$ cat src/rtl/mem_arbiter_mo_pkg.sv
// Shared helpers for the multi-outstanding memory arbiter.
//   idx_width(cnt)     : bits needed to name one of cnt masters (min 1)
//   cnt_width(max_out) : bits needed to count 0..max_out in-flight requests
package mem_arbiter_mo_pkg;

  function automatic int idx_width(input int cnt);
    return (cnt > 1) ? $clog2(cnt) : 1;
  endfunction

  function automatic int cnt_width(input int max_out);
    return $clog2(max_out + 1);
  endfunction

endpackage

$ cat src/rtl/mem_arbiter_mo_if.sv
// Bus bundle for mem_arbiter_mo: CNT decoupled request/response master
// channels plus the single slave memory port.
//   master_req_*  : per-master request (valid/data in, ready out of arbiter)
//   master_resp_* : per-master response (valid/data out, ready in)
//   slave_req_*   : arbitrated request toward memory
//   slave_resp_*  : in-order responses from memory
// Modport slave is the arbiter's view; modport master is the environment
// (clients plus memory) driving it.
interface mem_arbiter_mo_if #(
  parameter int CNT        = 4,
  parameter int ADDR_WIDTH = 32,
  parameter int DATA_WIDTH = 32
);
  logic [CNT-1:0]                 master_req_valid;
  logic [CNT-1:0]                 master_req_ready;
  logic [CNT-1:0][ADDR_WIDTH-1:0] master_req_data;
  logic [CNT-1:0]                 master_resp_valid;
  logic [CNT-1:0]                 master_resp_ready;
  logic [CNT-1:0][DATA_WIDTH-1:0] master_resp_data;
  logic                           slave_req_valid;
  logic                           slave_req_ready;
  logic [ADDR_WIDTH-1:0]          slave_req_data;
  logic                           slave_resp_valid;
  logic                           slave_resp_ready;
  logic [DATA_WIDTH-1:0]          slave_resp_data;

  modport slave (
    input  master_req_valid, master_req_data, master_resp_ready,
    input  slave_req_ready, slave_resp_valid, slave_resp_data,
    output master_req_ready, master_resp_valid, master_resp_data,
    output slave_req_valid, slave_req_data, slave_resp_ready
  );

  modport master (
    output master_req_valid, master_req_data, master_resp_ready,
    output slave_req_ready, slave_resp_valid, slave_resp_data,
    input  master_req_ready, master_resp_valid, master_resp_data,
    input  slave_req_valid, slave_req_data, slave_resp_ready
  );
endinterface

$ cat src/rtl/mem_arbiter_mo_prio_picker.sv
// Rotating priority picker. Searches the eligible vector starting at
// start_idx and wrapping modulo CNT; the first eligible entry wins.
//   start_idx : first index examined (tie to 0 for fixed lowest-wins)
//   elig      : eligible set
//   gnt_idx   : winning index (0 when none)
//   any       : at least one entry eligible
module mem_arbiter_mo_prio_picker
  import mem_arbiter_mo_pkg::*;
#(
  parameter int CNT = 4,
  parameter int IW  = idx_width(CNT)
) (
  input  logic [IW-1:0]  start_idx,
  input  logic [CNT-1:0] elig,
  output logic [IW-1:0]  gnt_idx,
  output logic           any
);
  logic [IW-1:0] j;

  // Walk from the lowest priority back to the highest so the last hit,
  // the one closest to start_idx, is the one that sticks.
  always_comb begin
    gnt_idx = '0;
    any     = 1'b0;
    j       = '0;
    for (int i = CNT - 1; i >= 0; i--) begin
      j = IW'((int'(start_idx) + i) % CNT);
      if (elig[j]) begin
        gnt_idx = j;
        any     = 1'b1;
      end
    end
  end
endmodule

$ cat src/rtl/mem_arbiter_mo.sv
// Multi-outstanding memory arbiter: merges CNT master request streams onto
// one memory port and steers in-order responses back via a fall-through
// tag FIFO of master indices.
//   clk, rst_n : clock, async active-low reset
//   bus        : mem_arbiter_mo_if.slave (all request/response channels)
//   pending    : bit i set while master i has a request in flight
//   busy       : tag FIFO non-empty
// Build option: define MEM_ARBITER_RR_EN for round-robin arbitration
// (rr_ptr register); otherwise fixed priority, lowest index wins.
// The interface instance must use the same CNT/ADDR_WIDTH/DATA_WIDTH.
module mem_arbiter_mo
  import mem_arbiter_mo_pkg::*;
#(
  parameter int CNT             = 4,
  parameter int QUEUE_DEPTH     = 8,
  parameter int ADDR_WIDTH      = 32,
  parameter int DATA_WIDTH      = 32,
  parameter int MAX_OUTSTANDING = 4
) (
  input  logic            clk,
  input  logic            rst_n,
  mem_arbiter_mo_if.slave bus,
  output logic [CNT-1:0]  pending,
  output logic            busy
);
  localparam int IW = idx_width(CNT);
  localparam int CW = cnt_width(MAX_OUTSTANDING);
  localparam int PW = idx_width(QUEUE_DEPTH);
  localparam int FW = $clog2(QUEUE_DEPTH + 1);
  localparam logic [CW-1:0] CAP      = CW'(MAX_OUTSTANDING);
  localparam logic [FW-1:0] DEPTH    = FW'(QUEUE_DEPTH);
  localparam logic [PW-1:0] LAST_PTR = PW'(QUEUE_DEPTH - 1);

  logic [CNT-1:0][CW-1:0]         cnt_q, cnt_d;
  logic [QUEUE_DEPTH-1:0][IW-1:0] tag_q, tag_d;
  logic [PW-1:0]                  wr_ptr_q, wr_ptr_d, rd_ptr_q, rd_ptr_d;
  logic [FW-1:0]                  fill_q, fill_d;
  logic                           locked_q, locked_d;
  logic [IW-1:0]                  lock_idx_q, lock_idx_d;

  logic [CNT-1:0]        elig;
  logic [IW-1:0]         start_idx, pick_idx, grant, head;
  logic                  pick_any;
  logic                  fifo_empty, fifo_full, pop_early, head_vld;
  logic                  req_fire, resp_fire;
  logic [ADDR_WIDTH-1:0] req_data;
  logic [DATA_WIDTH-1:0] resp_data;

  function automatic logic [PW-1:0] ptr_inc(input logic [PW-1:0] p);
    return (p == LAST_PTR) ? '0 : p + 1'b1;
  endfunction

  // ---------------- arbitration ----------------
`ifdef MEM_ARBITER_RR_EN
  localparam logic [IW-1:0] LAST_IDX = IW'(CNT - 1);
  logic [IW-1:0] rr_ptr_q, rr_ptr_d;

  assign start_idx = (rr_ptr_q == LAST_IDX) ? '0 : rr_ptr_q + 1'b1;

  always_comb begin
    rr_ptr_d = rr_ptr_q;
    if (req_fire) rr_ptr_d = grant;
  end

  // Reset to the last index so the first search starts at master 0.
  always_ff @(posedge clk or negedge rst_n) begin
    if (!rst_n) rr_ptr_q <= LAST_IDX;
    else        rr_ptr_q <= rr_ptr_d;
  end
`else
  assign start_idx = '0;
`endif

  always_comb begin
    elig = '0;
    for (int i = 0; i < CNT; i++)
      elig[i] = bus.master_req_valid[i] && (cnt_q[i] < CAP);
  end

  mem_arbiter_mo_prio_picker #(.CNT(CNT), .IW(IW)) u_picker (
    .start_idx (start_idx),
    .elig      (elig),
    .gnt_idx   (pick_idx),
    .any       (pick_any)
  );

  assign grant      = locked_q ? lock_idx_q : pick_idx;
  assign fifo_empty = (fill_q == '0);
  assign fifo_full  = (fill_q == DEPTH);

  // A stored head retiring this cycle frees its slot for a same-cycle push.
  // Only the registered head is used here, which keeps the request path
  // independent of the bypass through an empty queue.
  assign pop_early = !fifo_empty && bus.slave_resp_valid &&
                     bus.master_resp_ready[tag_q[rd_ptr_q]];

  assign bus.slave_req_valid = rst_n && (!fifo_full || pop_early) &&
                               (locked_q || pick_any);
  assign req_data            = bus.master_req_data[grant];
  assign bus.slave_req_data  = req_data;
  assign req_fire            = bus.slave_req_valid && bus.slave_req_ready;

  // ---------------- response routing ----------------
  // Fall-through: an empty queue presents the index being pushed right now.
  assign head_vld             = !fifo_empty || req_fire;
  assign head                 = fifo_empty ? grant : tag_q[rd_ptr_q];
  assign bus.slave_resp_ready = head_vld && bus.master_resp_ready[head];
  assign resp_fire            = bus.slave_resp_valid && bus.slave_resp_ready;
  assign resp_data            = bus.slave_resp_data;

  always_comb begin
    bus.master_req_ready  = '0;
    bus.master_resp_valid = '0;
    bus.master_resp_data  = '0;
    for (int i = 0; i < CNT; i++) begin
      bus.master_req_ready[i]  = req_fire && (grant == IW'(i));
      bus.master_resp_valid[i] = head_vld && bus.slave_resp_valid &&
                                 (head == IW'(i));
      bus.master_resp_data[i]  = resp_data;
    end
  end

  // ---------------- next state ----------------
  // Hold the grant on a stalled offer; a full queue drops valid but keeps it.
  always_comb begin
    locked_d   = locked_q;
    lock_idx_d = lock_idx_q;
    if (req_fire) begin
      locked_d = 1'b0;
    end else if (bus.slave_req_valid) begin
      locked_d   = 1'b1;
      lock_idx_d = grant;
    end
  end

  always_comb begin
    cnt_d = cnt_q;
    for (int i = 0; i < CNT; i++)
      cnt_d[i] = cnt_q[i] + CW'(req_fire  && (grant == IW'(i)))
                          - CW'(resp_fire && (head  == IW'(i)));
  end

  always_comb begin
    tag_d    = tag_q;
    wr_ptr_d = wr_ptr_q;
    rd_ptr_d = rd_ptr_q;
    if (req_fire) begin
      tag_d[wr_ptr_q] = grant;
      wr_ptr_d        = ptr_inc(wr_ptr_q);
    end
    if (resp_fire) rd_ptr_d = ptr_inc(rd_ptr_q);
    fill_d = fill_q + FW'(req_fire) - FW'(resp_fire);
  end

  always_ff @(posedge clk or negedge rst_n) begin
    if (!rst_n) begin
      cnt_q      <= '0;
      tag_q      <= '0;
      wr_ptr_q   <= '0;
      rd_ptr_q   <= '0;
      fill_q     <= '0;
      locked_q   <= 1'b0;
      lock_idx_q <= '0;
    end else begin
      cnt_q      <= cnt_d;
      tag_q      <= tag_d;
      wr_ptr_q   <= wr_ptr_d;
      rd_ptr_q   <= rd_ptr_d;
      fill_q     <= fill_d;
      locked_q   <= locked_d;
      lock_idx_q <= lock_idx_d;
    end
  end

  // ---------------- status ----------------
  always_comb begin
    pending = '0;
    for (int i = 0; i < CNT; i++) pending[i] = (cnt_q[i] != '0);
  end
  assign busy = !fifo_empty;

endmodule
$ cat src/flat_wrapper.sv
// flat-port wrapper written by rule: the top's interface ports become plain ports
module mem_arbiter_mo_flat import mem_arbiter_mo_pkg::*;
#(
  parameter int CNT             = 4,
  parameter int QUEUE_DEPTH     = 8,
  parameter int ADDR_WIDTH      = 32,
  parameter int DATA_WIDTH      = 32,
  parameter int MAX_OUTSTANDING = 4
)
  (clk, rst_n, pending, busy, bus_master_req_valid, bus_master_req_data, bus_master_resp_ready, bus_slave_req_ready, bus_slave_resp_valid, bus_slave_resp_data, bus_master_req_ready, bus_master_resp_valid, bus_master_resp_data, bus_slave_req_valid, bus_slave_req_data, bus_slave_resp_ready);
  mem_arbiter_mo_if #(.CNT(CNT), .ADDR_WIDTH(ADDR_WIDTH), .DATA_WIDTH(DATA_WIDTH)) bus_i ();
  input  logic clk;
  input  logic rst_n;
  output logic [CNT-1:0] pending;
  output logic busy;
  input wire logic [$bits(bus_i.master_req_valid)-1:0] bus_master_req_valid;
  input wire logic [$bits(bus_i.master_req_data)-1:0] bus_master_req_data;
  input wire logic [$bits(bus_i.master_resp_ready)-1:0] bus_master_resp_ready;
  input wire logic [$bits(bus_i.slave_req_ready)-1:0] bus_slave_req_ready;
  input wire logic [$bits(bus_i.slave_resp_valid)-1:0] bus_slave_resp_valid;
  input wire logic [$bits(bus_i.slave_resp_data)-1:0] bus_slave_resp_data;
  output wire logic [$bits(bus_i.master_req_ready)-1:0] bus_master_req_ready;
  output wire logic [$bits(bus_i.master_resp_valid)-1:0] bus_master_resp_valid;
  output wire logic [$bits(bus_i.master_resp_data)-1:0] bus_master_resp_data;
  output wire logic [$bits(bus_i.slave_req_valid)-1:0] bus_slave_req_valid;
  output wire logic [$bits(bus_i.slave_req_data)-1:0] bus_slave_req_data;
  output wire logic [$bits(bus_i.slave_resp_ready)-1:0] bus_slave_resp_ready;
  assign bus_i.master_req_valid = bus_master_req_valid;
  assign bus_i.master_req_data = bus_master_req_data;
  assign bus_i.master_resp_ready = bus_master_resp_ready;
  assign bus_i.slave_req_ready = bus_slave_req_ready;
  assign bus_i.slave_resp_valid = bus_slave_resp_valid;
  assign bus_i.slave_resp_data = bus_slave_resp_data;
  assign bus_master_req_ready = bus_i.master_req_ready;
  assign bus_master_resp_valid = bus_i.master_resp_valid;
  assign bus_master_resp_data = bus_i.master_resp_data;
  assign bus_slave_req_valid = bus_i.slave_req_valid;
  assign bus_slave_req_data = bus_i.slave_req_data;
  assign bus_slave_resp_ready = bus_i.slave_resp_ready;
  mem_arbiter_mo #(.CNT(CNT), .QUEUE_DEPTH(QUEUE_DEPTH), .ADDR_WIDTH(ADDR_WIDTH), .DATA_WIDTH(DATA_WIDTH), .MAX_OUTSTANDING(MAX_OUTSTANDING)) u_core (.clk(clk), .rst_n(rst_n), .bus(bus_i), .pending(pending), .busy(busy));
endmodule
$ cat config.mk
export PLATFORM = sky130hd
export DESIGN_NAME = mem_arbiter_mo_flat
export DESIGN_NICKNAME = d
export VERILOG_FILES = /design/src/rtl/mem_arbiter_mo_pkg.sv /design/src/rtl/mem_arbiter_mo_if.sv /design/src/rtl/mem_arbiter_mo_prio_picker.sv /design/src/rtl/mem_arbiter_mo.sv /design/src/flat_wrapper.sv
export SDC_FILE = /design/constraint.sdc
export NUM_CORES = 1
export LEC_CHECK = 0
export ABC_AREA = 1
export CAP_MARGIN = 20
export CELL_PAD_IN_SITES_DETAIL_PLACEMENT = 0
export CELL_PAD_IN_SITES_GLOBAL_PLACEMENT = 1
export CORE_MARGIN = 8
export CORE_UTILIZATION = 24
export DETAILED_ROUTE_END_ITERATION = 10
export PLACE_DENSITY_LB_ADDON = 0.2
export SYNTH_ARGS = -nofsm -noshare
export SYNTH_HDL_FRONTEND = slang
export SYNTH_HIERARCHICAL = 1
export SYNTH_SLANG_ARGS = --single-unit
$ cat constraint.sdc
create_clock -name clk -period 5.7 [get_ports clk]
set_input_delay 0.855 -clock clk [delete_from_list [all_inputs] [get_ports clk]]
set_output_delay 0.855 -clock clk [all_outputs]
set_load 0.03 [all_outputs]
Word level (Yosys, flattened, before mapping)
Index checks and enable logic that the tools add are counted.
{"block": "totals", "reg_bits": 41, "word_cells": 113, "out_inout_bits": 175, "in_bits": 172}
{"block": "op_classes", "mux": 25, "n_addsub": 12, "n_reduce_logical": 39, "magnitude_cmp": 10, "bitwise_logic": 1, "n_eq_ne": 9}
{"operator": "$bmux W32 S2", "count": 1}
{"operator": "$mux W32", "count": 1}
{"operator": "$logic_and A1 B1 Y1", "count": 25}
{"operator": "$bwmux W16", "count": 1}
{"operator": "$mux W2", "count": 8}
{"operator": "$add A3 B1 Y3", "count": 4}
{"operator": "$lt A3 B3 Y1 const B", "count": 4}
{"operator": "$reduce_bool A3 Y1", "count": 4}
{"operator": "$sub A3 B1 Y3", "count": 4}
{"operator": "$lt A2 B3 Y1 const B", "count": 3}
{"operator": "$eq A2 B2 Y1 const B", "count": 4}
{"operator": "$lt A3 B4 Y1 const B", "count": 2}
{"operator": "$mux W1", "count": 8}
{"operator": "$add A3 B1 Y3 const B", "count": 2}
{"operator": "$bmux W2 S3", "count": 1}
{"operator": "$demux W2 S3", "count": 1}
{"operator": "$eq A3 B3 Y1 const B", "count": 2}
{"operator": "$mux W3", "count": 2}
{"operator": "$add A4 B1 Y4", "count": 1}
{"operator": "$bmux W1 S2", "count": 2}
{"operator": "$eq A2 B1 Y1 const B", "count": 2}
{"operator": "$eq A4 B4 Y1 const B", "count": 1}
{"operator": "$logic_not A2 Y1", "count": 2}
{"operator": "$logic_not A4 Y1", "count": 1}
{"operator": "other kinds (7)", "count": 10}

Longest topological paths before layout
{"block": "logic_depth", "depth_word": 14, "ltp_mapped": 27, "mapped_depth_nobuf": 27}

Modules after synthesis
The synthesis kept the hierarchy.
{"mod": "mem_arbiter_mo", "n_inst": 1, "seq_area_each_um2": 1026.0, "area_each_um2": 4324.1, "cells_per_inst": 595}
{"mod": "mem_arbiter_mo_prio_picker", "n_inst": 1, "seq_area_each_um2": 0.0, "area_each_um2": 215.2, "cells_per_inst": 44}

Worst setup path before layout
OpenSTA, ideal clock, no wires.
{"block": "synth_path", "path_type": "input -> register", "startpoint": "input port bus_master_req_valid[0]", "endpoint": "register u_core/cnt_q[11] in the netlist's numbering", "setup_time_ns": 0.129, "path_stages": 25, "arrival_time_ns": 3.735, "required_time_ns": 5.571, "n_path_buf": 0, "slack_ns": 1.836, "path_cell_list": "inv_1 -> nor2_1 -> inv_1 -> nand2_2 -> and2_4 -> nand2_2 -> nand2_2 -> inv_2 -> nand3_1 -> nand2_1 -> or2_2 -> nand2_4 -> inv_2 -> o21ai_4 -> nand2_1 -> o21ai_1 -> nor2_4 -> nand3_4 -> nor2_1 -> ha_1 -> inv_1 -> ha_1 -> fa_1 -> xnor2_1 -> xor2_1"}
{"element": "start: declaration", "line_no": "flat_wrapper.sv:16", "rtl": "input wire logic [$bits(bus_i.master_req_valid)-1:0] bus_master_req_valid;"}
{"element": "end signal: assignment", "line_no": "mem_arbiter_mo.sv:165", "rtl": "cnt_q <= cnt_d;"}
{"element": "end: declaration", "line_no": "mem_arbiter_mo.sv:34", "rtl": "logic [CNT-1:0][CW-1:0] cnt_q, cnt_d;"}

Worst setup path in the final report
{"block": "layout_path", "startpoint": "input port bus_master_req_valid[0]", "endpoint": "output port bus_slave_req_data[23]"}
{"block": "layout_between", "elab_chain_len": 5}
{"element": "$logic_and A1 B1 Y1", "line_no": "mem_arbiter_mo.sv:77", "rtl": "elig[i] = bus.master_req_valid[i] && (cnt_q[i] < CAP);"}
{"element": "via u_core.elig[0]", "line_no": "mem_arbiter_mo.sv:41", "rtl": "logic [CNT-1:0] elig;"}
{"element": "$mux W2", "line_no": "mem_arbiter_mo_prio_picker.sv:28", "rtl": "if (elig[j]) begin"}
{"element": "via u_core.pick_idx[0]", "line_no": "mem_arbiter_mo.sv:42", "rtl": "logic [IW-1:0] start_idx, pick_idx, grant, head;"}
{"element": "$mux W2", "line_no": "mem_arbiter_mo.sv:87", "rtl": "assign grant = locked_q ? lock_idx_q : pick_idx;"}
{"element": "$bmux W32 S2", "line_no": "mem_arbiter_mo.sv:99", "rtl": "assign req_data = bus.master_req_data[grant];"}
{"element": "$mux W32 (implied by the code)", "line_no": "mem_arbiter_mo.sv:99"}
{"element": "end: declaration", "line_no": "flat_wrapper.sv:26", "rtl": "output wire logic [$bits(bus_i.slave_req_data)-1:0] bus_slave_req_data;"}
The timed path passes the listed nets, and every way through them passes these cells. The select of a mux whose other input is x is not followed.

==> results by group <==
Status
  • Status: complete, no violations

Layout
  • Area grow syn2layout: 28.8%
  • Commonest non-fill, non-tap cells in the layout: clkdlybuf4s50_1 (184), nand3_1 (136), nand2_1 (98)
  • FF+latch area: between 1000 and 1500 µm²
  • Final Core Density: 31.4%
  • Number of diodes: 0
  • Multi-input logic area: approximately 2200 µm²
  • Fillers: 1985
  • Fin nets: 883
  • Share of cells above drive strength 1: approximately 7.4%
  • Most common cell after layout, fill and taps aside: clkdlybuf4s50_1

Setup path
  • FF-to-FF setup slack: 1.86 ns
  • Critical path's slowest cell: clkdlybuf4s50_1
  • CP Capture Type: output pin
  • Worst stage delay on the critical path: 0.63 ns
  • Critical Path RT: roughly 4.9 ns
  • WS Path Type: input port to output pin
  • Maximum fanout along the worst path: 36
  • R2R cell count: 24
  • Top cell by count, worst path: nand2_2
  • Cell Chain, Critical Path: clkdlybuf4s50_1 > inv_1 > nor2_1 > inv_1 > nand2_2 > and2_4 > nand2_2 > nand2_2 > inv_2 > nand3_1 > nand2_1 > or2_2 > nand2_4 > buf_4 > nor2_2 > buf_4 > a22oi_1 > nand3_1 > clkdlybuf4s50_1
  • FF-to-FF End: u_core/cnt_q[11]$_DFF_PN0_
  • Element type at the critical path start: input port
  • Worst r2r src: u_core/cnt_q[2]$_DFF_PN0_
  • Critical Path AT: 4.04 ns

Synthesis
  • Instance count of the mapped netlist: 639
  • Ranking of synthesized cells by area: dfrtp_1 (23%), buf_4 (21%), nand3_1 (15%)
  • Post-synth EDFFs: 0
  • Yosys warning count: 6
  • Post-synth top area cell: dfrtp_1
  • Cell area after synthesis: 4540 µm²
  • Post-synth top flop: dfrtp_1
  • Synth top area share: a little under a quarter
  • Synth cell types: 40
  • Post-synth ARST share: 100%
  • Synth Register Bits: 41
  • Syn Area/Cell: roughly 7 µm²
  • Sequential element share of the synthesized area: between 20% and 30%

Die
  • Die area: 23600 µm²
  • Die Y: 154 µm
  • FP Rows: 50
  • Top Ports: 347
  • Die width: about 150 µm
  • Initial core utilization: 24.3%
  • Core area: 18600 µm²

Detailed routing
  • Final WL: 17200 µm
  • Via density: between 4 and 5
  • Iteration-0 DRC Markers: ~180
  • First-pass detailed-route iteration total: 4
  • DR DRC count: 0
  • Antenna-violating nets left: 0
  • WL/cell: approximately 19 µm
  • Vias: 4144

GRT
  • First-pass GRT wire length: 25900 µm
  • Antenna violations before repair: 0
  • Pin count of the biggest net entering global routing: between 50 and 60
  • GR Overflow Total: 0
  • Vias in the first global route: 4207
  • Overall routing resource usage: 14.1%

Min path
  • Worst Hold Launch: u_core/tag_q[4]$_DFFE_PN0P_
  • Worst Hold Class: register to register
  • Hold depth: 2
  • Hold Path Sink: u_core/tag_q[4]$_DFFE_PN0P_

Clocking
  • Hold-fix buffers at CTS: 0
  • Clock latency on the worst-skew pair: 0.28 ns
  • # H-tree levels: 2
  • CTS root buf: clkbuf_16
  • Clk pin slew, worst setup/hold paths: 0.06 ns
  • CTS tree: done
  • Cts repair resizes: 0
  • Clock sinks: 41
  • Postcts setup bufs: 0
  • CTS Buf Count: 5
  • Clock Path Buffers: 2

Flow run
  • Max-cap violations: 0

Placement
  • PortBufs: 186
  • GPL Wtd Cong: between 0.8 and 0.9
  • Post-DP HPWL: 14200 µm

STA
  • Final Critical Period: 4.89 ns
  • Relative slew slack: between 60% and 70%
  • Minimum hold slack: between 0.4 and 0.5 ns
  • RSZ-0062 raised after global routing: no
  • Slew @ Worst Pin: 0.560 ns
  • Max Fclk: 0.204 GHz
  • Final worst path period share: 85.8%
  • Final Slew Violations: 0
  • Setup Total Neg Slack: 0 ns
  • Setup Skew: 0.00630 ns
  • Final setup fails: 0
  • Hold Vio Cnt, Final: 0

Pwr
  • Max rail drop VDD: approximately 0.22 mV
  • LEAKAGE: around 2.6 nW
  • Pwr/cell area: 637 nW/µm²
-- registers in the layout, summed over array words and instances (netlist names) --
signal,count
u_core/locked_q,1
u_core/cnt_q,12
u_core/wr_ptr_q,3
u_core/lock_idx_q,2
u_core/rd_ptr_q,3
u_core/tag_q,16
u_core/fill_q,4
-- cells in the mapped netlist (all sizes together), types with 5 or more instances --
cell	number
nand2	108
nand3	141
fa	5
dfrtp	41
nor2	32
clkbuf	15
buf	139
ha	18
xnor2	6
a22oi	32
inv	67
o21ai	11
-- how the worst max path moves through the flow --
stage / start / endpoint / depth (start not counted)
finish: bus_master_req_valid[0] / bus_slave_req_data[23] / 19
global route: bus_master_req_valid[2] / bus_slave_req_data[17] / 18
CTS: bus_master_req_valid[2] / bus_slave_req_data[17] / 18
detailed placement: bus_master_req_valid[0] / bus_slave_req_data[17] / 19
global placement: bus_master_req_valid[0] / bus_slave_req_data[17] / 19
floorplan: bus_master_req_valid[0] / u_core/cnt_q[11]$_DFF_PN0_ / 25
-- worst max-delay path, delay by kind of cell --
kind	cells	cell delay, ns
simple gates	11	1.11
buf+inv	7	1.83
compound gates	1	0.22
-- where the power goes --
group	internal [mW]	switching, mW	total, mW
registers	0.443	0.126	0.569
logic	1.08	1.74	2.82
clock network	0.219	0.114	0.333
total	1.74	1.98	3.72
-- layer usage --
layer  global-route usage [%]  vias to the layer above  wire, µm
met5                        0                        -         0
met4                     4.15                        0       426
met3                     3.20                       46      1060
met2                     27.1                      155      9400
met1                     15.0                     1896      6280
li1                         -                     2047         -
-- logic make-up after synthesis --
kind of cell / Yosys count / share of synthesized area (%)
AND/OR/NAND/NOR: 296 / 31.2
adder cells (fa/ha/maj): 23 / 7.17
other: 1 / 0.0826
XOR/XNOR: 10 / 1.93
buffers and inverters: 221 / 29.6
flip-flops: 41 / 22.6
AO/OA/AOI/OAI: 47 / 7.41
-- cell type report --
type / count / area share (%)
tap: 234 / 5.01
clock inverter: 1 / 0.514
sequential: 41 / 17.6
timing repair buffer: 192 / 32.7
clock buffer: 7 / 2.44
inverter: 67 / 4.35
multi-input combinational: 381 / 37.4
-- metrics by stage --
step | std cells | setup slack [ns] | cell area (µm²) | total power, mW
2_1_floorplan | 643 | 1.84 | 4550 | 2.55
3_3_place_gp | 915 | 0.720 | 5670 | 3.40
3_5_place_dp | 915 | 0.769 | 5670 | 3.44
4_1_cts | 923 | 0.747 | 5850 | 3.79
5_1_grt | 923 | 0.522 | 5850 | 4.05
6_report | 923 | 0.807 | 5850 | 3.72
(Power assumes the default switching activity.)
